File: src/rtl/rf_wb_scheduler_if.sv
// Writeback, issue and register-file signals of rf_wb_scheduler. The master side
// (execute/writeback units) drives requests and the slave side (scheduler) answers them.
interface rf_wb_scheduler_if #(
  parameter int unsigned NREG = 32,
  parameter int unsigned AW   = 5,
  parameter int unsigned DW   = 32
);
  logic            p0_valid;
  logic            p0_ready;
  logic [AW-1:0]   p0_addr;
  logic [DW-1:0]   p0_data;
  logic            p1_valid;
  logic            p1_ready;
  logic [AW-1:0]   p1_addr;
  logic [DW-1:0]   p1_data;
  logic            iss_valid;
  logic            iss_long;
  logic [AW-1:0]   iss_rd;
  logic [AW-1:0]   iss_rs0;
  logic [AW-1:0]   iss_rs1;
  logic            stall;
  logic [NREG-1:0] busy_o;
  logic            rf_we;
  logic [AW-1:0]   rf_wa;
  logic [DW-1:0]   rf_wd;
  logic            wb_err;

  modport master (
    output p0_valid, p0_addr, p0_data, p1_valid, p1_addr, p1_data,
    output iss_valid, iss_long, iss_rd, iss_rs0, iss_rs1,
    input  p0_ready, p1_ready, stall, busy_o, rf_we, rf_wa, rf_wd, wb_err
  );

  modport slave (
    input  p0_valid, p0_addr, p0_data, p1_valid, p1_addr, p1_data,
    input  iss_valid, iss_long, iss_rd, iss_rs0, iss_rs1,
    output p0_ready, p1_ready, stall, busy_o, rf_we, rf_wa, rf_wd, wb_err
  );
endinterface

File: src/rtl/rf_wb_scheduler.sv
// Arbitrates the single register-file write port between the ALU (port 0) and
// long-latency units (port 1), and keeps a busy scoreboard that stalls hazardous issue.
module rf_wb_scheduler #(
  parameter int unsigned NREG = 32,
  parameter int unsigned AW   = 5,
  parameter int unsigned DW   = 32
) (
  input logic             clk,
  input logic             rst_n,
  rf_wb_scheduler_if.slave bus
);

  logic [NREG-1:0] busy_q, busy_d;
  logic            prio_q, prio_d;
  logic            err_q, err_d;
  logic            gnt0, gnt1;
  logic            we;
  logic [AW-1:0]   wa;
  logic [DW-1:0]   wd;
  logic            stall_c;
  logic            issue_set;

  // prio_q == 0 favours port 0 under contention; no grants at all while in reset
  always_comb begin
    gnt0 = 1'b0;
    gnt1 = 1'b0;
    if (rst_n) begin
      if (bus.p0_valid && bus.p1_valid) begin
        gnt0 = !prio_q;
        gnt1 = prio_q;
      end else begin
        gnt0 = bus.p0_valid;
        gnt1 = bus.p1_valid;
      end
    end
  end

  always_comb begin
    we = 1'b0;
    wa = '0;
    wd = '0;
    if (gnt0) begin
      wa = bus.p0_addr;
      wd = bus.p0_data;
      we = (bus.p0_addr != '0);
    end else if (gnt1) begin
      wa = bus.p1_addr;
      wd = bus.p1_data;
      we = (bus.p1_addr != '0);
    end
  end

  // Uses registered busy only: a same-cycle writeback still stalls, since the RF read is stale
  always_comb begin
    stall_c = 1'b1;
    if (rst_n) begin
      stall_c = bus.iss_valid &&
                (busy_q[bus.iss_rs0] || busy_q[bus.iss_rs1] || busy_q[bus.iss_rd]);
    end
  end

  always_comb begin
    busy_d    = busy_q;
    prio_d    = prio_q;
    err_d     = err_q;
    issue_set = bus.iss_valid && !stall_c && bus.iss_long && (bus.iss_rd != '0);
    if (gnt1 && (bus.p1_addr != '0)) begin
      if (!busy_q[bus.p1_addr]) begin
        err_d = 1'b1;
      end
      busy_d[bus.p1_addr] = 1'b0;
    end
    if (gnt0 && (bus.p0_addr != '0) && busy_q[bus.p0_addr]) begin
      err_d = 1'b1;
    end
    // Applied after the clear so a same-index set wins
    if (issue_set) begin
      busy_d[bus.iss_rd] = 1'b1;
    end
    busy_d[0] = 1'b0;
    if (gnt0) begin
      prio_d = 1'b1;
    end else if (gnt1) begin
      prio_d = 1'b0;
    end
  end

  always_ff @(posedge clk) begin
    if (!rst_n) begin
      busy_q <= '0;
      prio_q <= 1'b0;
      err_q  <= 1'b0;
    end else begin
      busy_q <= busy_d;
      prio_q <= prio_d;
      err_q  <= err_d;
    end
  end

  assign bus.p0_ready = gnt0;
  assign bus.p1_ready = gnt1;
  assign bus.stall    = stall_c;
  assign bus.busy_o   = busy_q;
  assign bus.rf_we    = we;
  assign bus.rf_wa    = wa;
  assign bus.rf_wd    = wd;
  assign bus.wb_err   = err_q;

endmodule

File: src/flat_wrapper.sv
// flat-port wrapper written by rule: the top's interface ports become plain ports
module rf_wb_scheduler_flat 
#(
  parameter int unsigned NREG = 32,
  parameter int unsigned AW   = 5,
  parameter int unsigned DW   = 32
)
  (clk, rst_n, bus_p0_valid, bus_p0_addr, bus_p0_data, bus_p1_valid, bus_p1_addr, bus_p1_data, bus_iss_valid, bus_iss_long, bus_iss_rd, bus_iss_rs0, bus_iss_rs1, bus_p0_ready, bus_p1_ready, bus_stall, bus_busy_o, bus_rf_we, bus_rf_wa, bus_rf_wd, bus_wb_err);
  rf_wb_scheduler_if #(.NREG(NREG), .AW(AW), .DW(DW)) bus_i ();
  input logic clk;
  input logic rst_n;
  input wire logic [$bits(bus_i.p0_valid)-1:0] bus_p0_valid;
  input wire logic [$bits(bus_i.p0_addr)-1:0] bus_p0_addr;
  input wire logic [$bits(bus_i.p0_data)-1:0] bus_p0_data;
  input wire logic [$bits(bus_i.p1_valid)-1:0] bus_p1_valid;
  input wire logic [$bits(bus_i.p1_addr)-1:0] bus_p1_addr;
  input wire logic [$bits(bus_i.p1_data)-1:0] bus_p1_data;
  input wire logic [$bits(bus_i.iss_valid)-1:0] bus_iss_valid;
  input wire logic [$bits(bus_i.iss_long)-1:0] bus_iss_long;
  input wire logic [$bits(bus_i.iss_rd)-1:0] bus_iss_rd;
  input wire logic [$bits(bus_i.iss_rs0)-1:0] bus_iss_rs0;
  input wire logic [$bits(bus_i.iss_rs1)-1:0] bus_iss_rs1;
  output wire logic [$bits(bus_i.p0_ready)-1:0] bus_p0_ready;
  output wire logic [$bits(bus_i.p1_ready)-1:0] bus_p1_ready;
  output wire logic [$bits(bus_i.stall)-1:0] bus_stall;
  output wire logic [$bits(bus_i.busy_o)-1:0] bus_busy_o;
  output wire logic [$bits(bus_i.rf_we)-1:0] bus_rf_we;
  output wire logic [$bits(bus_i.rf_wa)-1:0] bus_rf_wa;
  output wire logic [$bits(bus_i.rf_wd)-1:0] bus_rf_wd;
  output wire logic [$bits(bus_i.wb_err)-1:0] bus_wb_err;
  assign bus_i.p0_valid = bus_p0_valid;
  assign bus_i.p0_addr = bus_p0_addr;
  assign bus_i.p0_data = bus_p0_data;
  assign bus_i.p1_valid = bus_p1_valid;
  assign bus_i.p1_addr = bus_p1_addr;
  assign bus_i.p1_data = bus_p1_data;
  assign bus_i.iss_valid = bus_iss_valid;
  assign bus_i.iss_long = bus_iss_long;
  assign bus_i.iss_rd = bus_iss_rd;
  assign bus_i.iss_rs0 = bus_iss_rs0;
  assign bus_i.iss_rs1 = bus_iss_rs1;
  assign bus_p0_ready = bus_i.p0_ready;
  assign bus_p1_ready = bus_i.p1_ready;
  assign bus_stall = bus_i.stall;
  assign bus_busy_o = bus_i.busy_o;
  assign bus_rf_we = bus_i.rf_we;
  assign bus_rf_wa = bus_i.rf_wa;
  assign bus_rf_wd = bus_i.rf_wd;
  assign bus_wb_err = bus_i.wb_err;
  rf_wb_scheduler #(.NREG(NREG), .AW(AW), .DW(DW)) u_core (.clk(clk), .rst_n(rst_n), .bus(bus_i));
endmodule
File: config.mk
export PLATFORM = sky130hd
export DESIGN_NAME = rf_wb_scheduler_flat
export DESIGN_NICKNAME = d
export VERILOG_FILES = /design/src/rtl/rf_wb_scheduler_if.sv /design/src/rtl/rf_wb_scheduler.sv /design/src/flat_wrapper.sv
export SDC_FILE = /design/constraint.sdc
export NUM_CORES = 1
export LEC_CHECK = 0
export BUFFER_PORTS_ARGS = -buffer_cell sky130_fd_sc_hd__buf_2
export CORE_ASPECT_RATIO = 2
export CORE_MARGIN = 3
export CORE_UTILIZATION = 51
export CTS_CLUSTER_SIZE = 30
export DETAILED_ROUTE_END_ITERATION = 8
export PLACE_DENSITY = 0.95
export SLEW_MARGIN = 15
export SYNTH_ARGS = -nofsm -noshare
export SYNTH_HDL_FRONTEND = slang
export SYNTH_SLANG_ARGS = --single-unit
File: constraint.sdc
create_clock -name clk -period 6 [get_ports clk]
set_clock_uncertainty 0.1 [all_clocks]
set_input_delay 0.9 -clock clk [delete_from_list [all_inputs] [get_ports clk]]
set_output_delay 0.9 -clock clk [all_outputs]
set_load 0.02 [all_outputs]
==> results of run 1 <==
-- metal layers --
layer	share of wire	track usage
met5	0	0
met4	0.067	0.2273
met3	0.11	0.07900
met2	0.51	0.6175
met1	0.32	0.3556
-- state kept, by name, summed over array words and instances (netlist names) --
name and count:
u_core.bus.busy_o 31, u_core.bus.wb_err 1, u_core.prio_q 1
-- cell families (layout without fill, tap and decap cells) --
family,count (synthesis),count (layout),synth area share
AO/OA/AOI/OAI,138,138,0.3156
buffers and inverters,50,181,0.06552
flip-flops,33,33,0.1977
multiplexers,52,52,0.2478
other,1,1,0.001122
AND/OR/NAND/NOR,93,93,0.1722
-- critical path: cells and delay by family --
kind	cells	cell delay, ps
and+or+nand+nor	1	120
AOI/OAI and AO/OA	2	750
buffers and inverters	3	1430
-- area by class of cell --
cell class	instances	share of cell area
Inverter	5	0.004433
Sequential cell	33	0.1560
Multi-Input combinational cell	284	0.5819
Clock buffer	7	0.03132
Clock inverter	1	0.001773
Timing Repair Buffer	168	0.1992
Tap cell	86	0.02541
-- how the worst min path moves through the flow --
stage	start	to	slack [ps]	depth (start not counted)
after floorplan	u_core.prio_q	u_core.prio_q	390	1
after global placement	u_core.bus.wb_err	u_core.bus.wb_err	390	2
after detailed placement	u_core.bus.wb_err	u_core.bus.wb_err	370	2
after CTS	u_core.bus.wb_err	u_core.bus.wb_err	380	2
after global routing	u_core.bus.wb_err	u_core.bus.wb_err	450	2
final	u_core.bus.wb_err	u_core.bus.wb_err	380	2
-- layout by cell type, fill, tap and decap left out, types with 8 or more instances in the layout --
cell,count
a2111oi_0,9
a22o_1,37
buf_2,167
dfxtp_1,33
mux2i_1,22
mux4_2,24
nand2_1,10
nand2b_1,8
nand3_1,20
nor2b_1,11
o211ai_1,29
o21ai_0,20
o22ai_1,11
o41ai_1,13
-- stage by stage --
stage | hold slack [ps] | instances | worst slack (ps)
2_1_floorplan | 393.3 | 367 | 2412
3_3_place_gp | 389.2 | 576 | 2007
3_5_place_dp | 366.6 | 576 | 1815
4_1_cts | 382.8 | 584 | 1840
5_1_grt | 449.3 | 584 | 1589
6_report | 381.9 | 584 | 1808
-- power groups by stage --
stage	clock, µW	combinational, µW	sequential (µW)
floorplan	0	125	230
global placement	0	188	229
detailed placement	0	192	229
CTS	244	193	225
global route	255	209	225
finish	247	198	225
==> run metrics, run 1 <==
Slew HR 0.2869; Net Sw Frac 0.3257; Initial Util 0.5296; H-tree lvl count 2; quantity of I/O buffers inserted on ports 167; DR iter-0 viols 430; pwr dens 158.3 nW/µm²; NetSw ~220 µW; Static Leak 0.001836 µW; drt wl/cell about 24 µm; Mapped Cells 367; net count after synthesis approximately 460; max-cap viol count 0; Worst R2R Start u_core.prio_q; initial antenna violation count 0; synthesized area around 3300 µm²; Worst R2R End u_core.bus.busy_o[14]; GRT Overall Usage 0.3468; CP startpoint rst_n; Avg Cell Area, Syn roughly 9.1 µm²; die area approximately 7600 µm²; sequential power share 0.336; fin crit share 0.6986; TritonCTS Buffers 5; Routed Antenna Nets 0; DP HPWL between 10 and 15 mm; Die Y 120.5 µm; clock latency on the worst-skew pair roughly 280 ps; Layout Utilization 0.6710; Clock Sinks 33; routability cong. around 1.1; status finished clean; register bit total from synthesis 33; Yosys warnings 0; r2r setup slk around 3200 ps; clock-pin transition on the worst setup and hold timing paths 50 ps; cells along the critical path buf_2, o211ai_1, clkinv_1, o31ai_1, nand2_1, buf_2; Multi-input gate area around 2500 µm²; Critical Path Fanout Max 40; Reg2Reg Depth 6; VDD IR max 0.1988 mV; most frequent cells after synthesis 37 x a22o_1, 33 x dfxtp_1, 31 x clkbuf_1, 29 x o211ai_1, 24 x mux4_2; cell mode on critical path buf_2; Max Slew Vio Count 0; largest net degree at the start of global routing 41; synth top area cells dfxtp_1 20%, mux4_2 16%, a22o_1 9.7%; Max Freq about 240 MHz; Layout area overhead 26.69%; CTS tree done; CTS Buffer Depth 2; overall power between 600 and 700 µW; CP max stage cell clkinv_1; vias in the first global route a little under 4k; CP Capture Type output pin; Clock Tree Root clkbuf_16; Post-CTS Setup Inserts 0; I/O pin cnt between 150 and 200; register area 660.6 µm²; share of the synthesized area in the top cell type 0.1977; cts hold-fix bufs 0; CP endpoint bus_rf_we; clock power share 0.368; nets about 600; Post-Route WL 13.88 mm; Hold Vio Cnt, Final 0; DRT Pass-1 Iters 6; most common flop cell mapped by yosys dfxtp_1; critical path's largest stage delay between 900 and 1000 ps; DRC violations left 0; n_diodes 0; Core Footprint ~6300 µm²; Post-synth ARST share 0; via count 4,105; cell area after layout between 4000 and 5000 µm²; GR Overflow Total 0; setup TNS 0 ps; Die Width between 60 and 70 µm; Final min period about 4200 ps; Vias/cell between 7 and 8; worst path arrival time about 3200 ps; layout cells sized above 1 0.4378; most frequent cell after synthesis a22o_1; wire length of the first global-routing pass roughly 20 mm; area post-placement around 4100 µm²; RSZ-0062 raised after global routing false; post_cts resized 0; actual slew at the worst max-slew pin around 1100 ps; Hold Crit Class reg2reg; Pint 451.9 µW; Std-Cell Rows between 40 and 50; register area share after synthesis 0.1977; post-synth cell types 48; startpoint types input pin; Crit path required time 5000 ps; area leader, netlist dfxtp_1; Post-synth EDFFs 0; type of the worst setup path in2out; FILL cells 520; Logic pwr share 0.296; Final setup viols 0
No activity file was read; power rests on OpenSTA's default activity.
==> run 2: changes to the inputs <==
--- a/config.mk
+++ b/config.mk
@@ -5,13 +5,14 @@
 export SDC_FILE = /design/constraint.sdc
 export NUM_CORES = 1
 export LEC_CHECK = 0
+export ABC_AREA = 1
 export BUFFER_PORTS_ARGS = -buffer_cell sky130_fd_sc_hd__buf_2
 export CORE_ASPECT_RATIO = 2
 export CORE_MARGIN = 3
-export CORE_UTILIZATION = 51
+export CORE_UTILIZATION = 48
 export CTS_CLUSTER_SIZE = 30
 export DETAILED_ROUTE_END_ITERATION = 8
-export PLACE_DENSITY = 0.95
+export PLACE_DENSITY = 0.9
 export SLEW_MARGIN = 15
 export SYNTH_ARGS = -nofsm -noshare
 export SYNTH_HDL_FRONTEND = slang
==> constraint.sdc (replaced) <==
create_clock -name clk -period 4.3 [get_ports clk]
set_clock_uncertainty 0.1 [all_clocks]
set_input_delay 0.645 -clock clk [delete_from_list [all_inputs] [get_ports clk]]
set_output_delay 0.645 -clock clk [all_outputs]
set_load 0.02 [all_outputs]
==> run metrics, run 2 <==
largest net degree at the start of global routing 44; Die Y approximately 130 µm; register area share after synthesis 0.1837; most common flop cell mapped by yosys dfxtp_1; post-synthesis compound-gate area fraction 0.2773; most frequent cell after synthesis nand2_1; area post-placement between 4000 and 5000 µm²; die area 8629 µm²; TritonCTS Buffers 5; Std-Cell Rows between 40 and 50; post-synth cell types 32; CP Capture Type output pin; Max Freq around 310 MHz; register bit total from synthesis 33; Final Non-Filler Cells 851; clock latency on the worst-skew pair a little under 300 ps; initial antenna violation count 0; Post-CTS Setup Inserts 0; post_cts resized 0; share of the synthesized area in the top cell type 0.1837; Worst R2R Start u_core.bus.busy_o[6]; clock-pin transition on the worst setup and hold timing paths about 60 ps; commonest non-fill, non-tap cell in the layout buf_2; commonest non-fill, non-tap cells in the layout 167 x buf_2, 127 x nand2_1, 72 x nand3_1; Clock Sinks 33; net count after synthesis 714; status finished clean; max reg flops 31; layout cells sized above 1 0.2543; Final setup viols 0; area leader, netlist dfxtp_1; hold_sp u_core.bus.wb_err; Static Leak ~0.0022 µW; type of the worst setup path in2out; Hold Vio Cnt, Final 0; n_diodes 0; DRT Pass-1 Iters 8; Yosys warnings 0; nets 853; quantity of I/O buffers inserted on ports ~170; Post-Synth Simple-Gate Area 0.3894; xor/xnor share of the synthesized area 0; synthesized area 3596 µm²; Routed Antenna Nets 0; RSZ-0062 raised after global routing false; Crit path required time 3560 ps; Placed Cells approximately 840; Mapped Cells between 600 and 700; Slew HR 0.3049; routability cong. about 1.0; Hold Crit Class reg2reg; synth top area cells dfxtp_1 18%, nand2_1 13%, nand3_1 10%; Core Footprint between 7000 and 8000 µm²; Die Width 67.20 µm; Avg Cell Area, Syn roughly 5.8 µm²; Final min period around 3200 ps; fin crit share 0.7495; via count 5,395; Post-synth ARST share 0; vias in the first global route 5,059; Initial Util 0.4948; actual slew at the worst max-slew pin around 1000 ps; Hold Slack about 390 ps; largest family of logic cells by synthesized area simple AND/OR/NAND/NOR gates; GR Overflow Total 0; I/O pin cnt about 170; pwr dens 238.2 nW/µm²; Post-Route WL around 17 mm; DRC violations left 0; wire length of the first global-routing pass 26.48 mm; worst path arrival time between 2000 and 2500 ps; max-cap viol count 0; Layout Utilization 0.6178; cts hold-fix bufs 0; DP HPWL 13.10 mm; Max Slew Vio Count 0; Critical Path Fanout Max 35; mux cell area share after synthesis 0; GRT Overall Usage 0.4046; CP startpoint rst_n; cell area after layout around 4500 µm²; startpoint types input pin; CTS Buffer Depth 2; VDD IR max between 0.2 and 0.3 mV; Clock Tree Root clkbuf_16; Post-synth EDFFs 0; post-synthesis adder-cell area fraction 0; most frequent cells after synthesis 127 x nand2_1, 72 x nand3_1, 68 x inv_1, 59 x o21ai_0, 47 x a21oi_1; setup TNS 0 ps; H-tree lvl count 2; drt wl/cell 20.31 µm; Vias/cell 6.340; CTS tree done; DR iter-0 viols ~780; Layout area overhead 24.84%
run 2: cell types whose count changed after synthesis, sizes merged, moves of 35 or more:
cell / previous run / this run
a21oi: 5 / 48
inv: 5 / 72
nand2: 10 / 132
nand3: 20 / 73
nand4: 3 / 38
nor2: 3 / 48
o21ai: 20 / 60
run 2: per-stage QoR:
step                worst slack, ps  total power [µW]
floorplan                      1694             528.0
global placement               1232             624.0
detailed placement             1171             631.3
CTS                            1166              1058
global route                  955.7              1107
finish                         1077              1069
run 2: cells by family after synthesis:
family,count (synthesis)
AND/OR/NAND/NOR,308
flip-flops,33
AO/OA/AOI/OAI,165
other,1
buffers and inverters,112
run 2: report_power, final:
group | switching [µW] | internal [µW] | total [µW]
logic | 216 | 107 | 323
clock network | 145 | 289 | 434
registers | 3.25 | 308 | 312
run 2: layer usage:
layer | up-vias | global-route usage | share of wire
li1 | 2423 | - | -
met1 | 2417 | 0.4564 | 0.33
met2 | 455 | 0.6763 | 0.50
met3 | 100 | 0.08559 | 0.11
met4 | 0 | 0.2440 | 0.064
met5 | - | 0 | 0
run 2: layout make-up:
cell class              count  area, µm²
well taps                  92      115.1
inverters                  74      277.8
clock buffers               6      138.9
flip-flops and latches     33      660.6
multi-input cells         474       2401
fillers                   733       2778
repair buffers            170      858.3
clock inverters             2      37.54
run 2: path summary, 6_finish.rpt:
path,to,slack [ps],cells after the start
min reg2reg,u_core.bus.wb_err,390,2
min,u_core.bus.wb_err,390,2
max reg2reg,u_core.bus.busy_o[7],2180,13
max,bus_rf_we,1080,8
run 2: worst max-delay path, stage by stage:
cell	delay, ps
buf_2	490
nand2_1	180
nor2_2	110
buf_4	330
inv_1	160
a41oi_1	240
or2_2	150
buf_2	160
==> run 3: changes to the inputs <==
--- a/config.mk
+++ b/config.mk
@@ -9,10 +9,10 @@
 export BUFFER_PORTS_ARGS = -buffer_cell sky130_fd_sc_hd__buf_2
 export CORE_ASPECT_RATIO = 2
 export CORE_MARGIN = 3
-export CORE_UTILIZATION = 48
+export CORE_UTILIZATION = 43
 export CTS_CLUSTER_SIZE = 30
 export DETAILED_ROUTE_END_ITERATION = 8
-export PLACE_DENSITY = 0.9
+export PLACE_DENSITY = 0.86
 export SLEW_MARGIN = 15
 export SYNTH_ARGS = -nofsm -noshare
 export SYNTH_HDL_FRONTEND = slang
==> constraint.sdc (replaced) <==
create_clock -name clk -period 2.9 [get_ports clk]
set_clock_uncertainty 0.1 [all_clocks]
set_input_delay 0.435 -clock clk [delete_from_list [all_inputs] [get_ports clk]]
set_output_delay 0.435 -clock clk [all_outputs]
set_load 0.02 [all_outputs]
==> run metrics, run 3 (synthesis gave the netlist of run 2 again) <==
status finished clean; Hold Slack around 300 ps; cells along the critical path buf_2, nor2_1, nand2_1, nand4_1, nand2_1, nand2_1, inv_1, nand2_1, nor2_2, nand3_2, nand2_4, nand2_1, buf_2; Hold Crit Class in2reg; Reg2Reg Depth 14; Die Y approximately 140 µm; critical path depth in cells 13; Worst R2R End u_core.bus.busy_o[27]; largest net degree at the start of global routing 44; Hold Path End u_core.prio_q; Static Leak 0.002175 µW; commonest non-fill, non-tap cells in the layout 167 x buf_2, 127 x nand2_1, 72 x nand3_1; n_diodes 0; vias in the first global route 4,861; CP startpoint bus_iss_rd[0]; Die Width 70.67 µm; commonest non-fill, non-tap cell in the layout buf_2; Final min period ~2600 ps; RSZ-0062 raised after global routing false; Post-Route WL about 16 mm; Vias/cell between 6 and 7; Worst R2R Start u_core.bus.busy_o[8]; post_cts resized 0; CTS Buffer Depth 2; wire length of the first global-routing pass 24.65 mm; drt wl/cell 19.16 µm; clock latency on the worst-skew pair roughly 290 ps; initial antenna violation count 0; nets 858; Slew HR 0.4213; Core Footprint 8058 µm²; startpoint types input pin; pwr dens 328.9 nW/µm²; Final setup viols 0; Layout area overhead 25.23%; setup TNS 0 ps; DR iter-0 viols 539; DRC violations left 0; CP Capture Type output pin; Post-CTS Setup Inserts 0; r2r setup slk 820 ps; DRT Pass-1 Iters 5; overall power ~1500 µW; Crit path required time 2370 ps; max-cap viol count 0; cts hold-fix bufs 0; type of the worst setup path in2out; TritonCTS Buffers 5; cell area after layout 4503 µm²; critical path's largest stage delay approximately 470 ps; layout cells sized above 1 0.2592; worst hold stages 3; fin crit share 0.8903; hold_sp bus_p0_valid; area post-placement ~4400 µm²; Critical Path Fanout Max 12; actual slew at the worst max-slew pin roughly 860 ps; Initial Util 0.4463; GRT Overall Usage 0.3266; cell mode on critical path nand2_1; I/O pin cnt 169; worst path arrival time 2050 ps; Max Slew Vio Count 0; Max Freq roughly 390 MHz; Routed Antenna Nets 0; CP max stage cell nor2_1; H-tree lvl count 2; Clock Tree Root clkbuf_16; die area 9563 µm²; VDD IR max roughly 0.29 mV; max reg flops 31; DP HPWL 12.80 mm; Std-Cell Rows 46; Hold Vio Cnt, Final 0; Clock Sinks 33; FILL cells roughly 850; routability cong. 1.082; GR Overflow Total 0; via count ~5.2k; quantity of I/O buffers inserted on ports about 170; Crit path max-delay family simple AND/OR/NAND/NOR gates; CTS tree done; WP buf/inv 3; clock-pin transition on the worst setup and hold timing paths approximately 60 ps
-- run 3: where the power goes --
part | internal (µW) | switching (µW)
clock network | 318 | 222
registers | 457 | 4.50
logic | 164 | 316
-- run 3: through the flow --
stage               setup slack (ps)    util  instances
global placement               333.0  0.5405        852
detailed placement             349.1  0.5405        852
CTS                            339.8  0.5589        860
finish                         318.1  0.5589        860
global route                   181.0  0.5589        860
floorplan                      714.0       -        619
-- run 3: how the worst max path moves through the flow --
stage	slack, ps	end
2_1_floorplan	710	bus_rf_wa[1]
3_3_place_gp	330	bus_stall
3_5_place_dp	350	bus_stall
4_1_cts	340	bus_stall
5_1_grt	180	bus_stall
6_report	320	bus_stall
-- run 3: layout make-up --
type / count / area (µm²) / share of cell area
Timing Repair Buffer: 175 / 895.9 / 0.1989
Inverter: 74 / 277.8 / 0.06168
Multi-Input combinational cell: 474 / 2401 / 0.5332
Sequential cell: 33 / 660.6 / 0.1467
Clock inverter: 3 / 22.52 / 0.005001
Clock buffer: 5 / 125.1 / 0.02779
Tap cell: 96 / 120.1 / 0.02667
-- run 3: per-layer routing --
| layer | up-vias | wire (µm) | GRT usage |
|---|---|---|---|
| li1 | 2433 | - | - |
| met1 | 2316 | 5483 | 0.3412 |
| met2 | 376 | 8105 | 0.5793 |
| met3 | 104 | 1710 | 0.05944 |
| met4 | 0 | 1175 | 0.2238 |
| met5 | - | 0 | 0 |
-- run 3: tightest hold or removal path, stage by stage --
cell	delay (ps)
buf_2	100
nor2_1	40
nor2_1	90
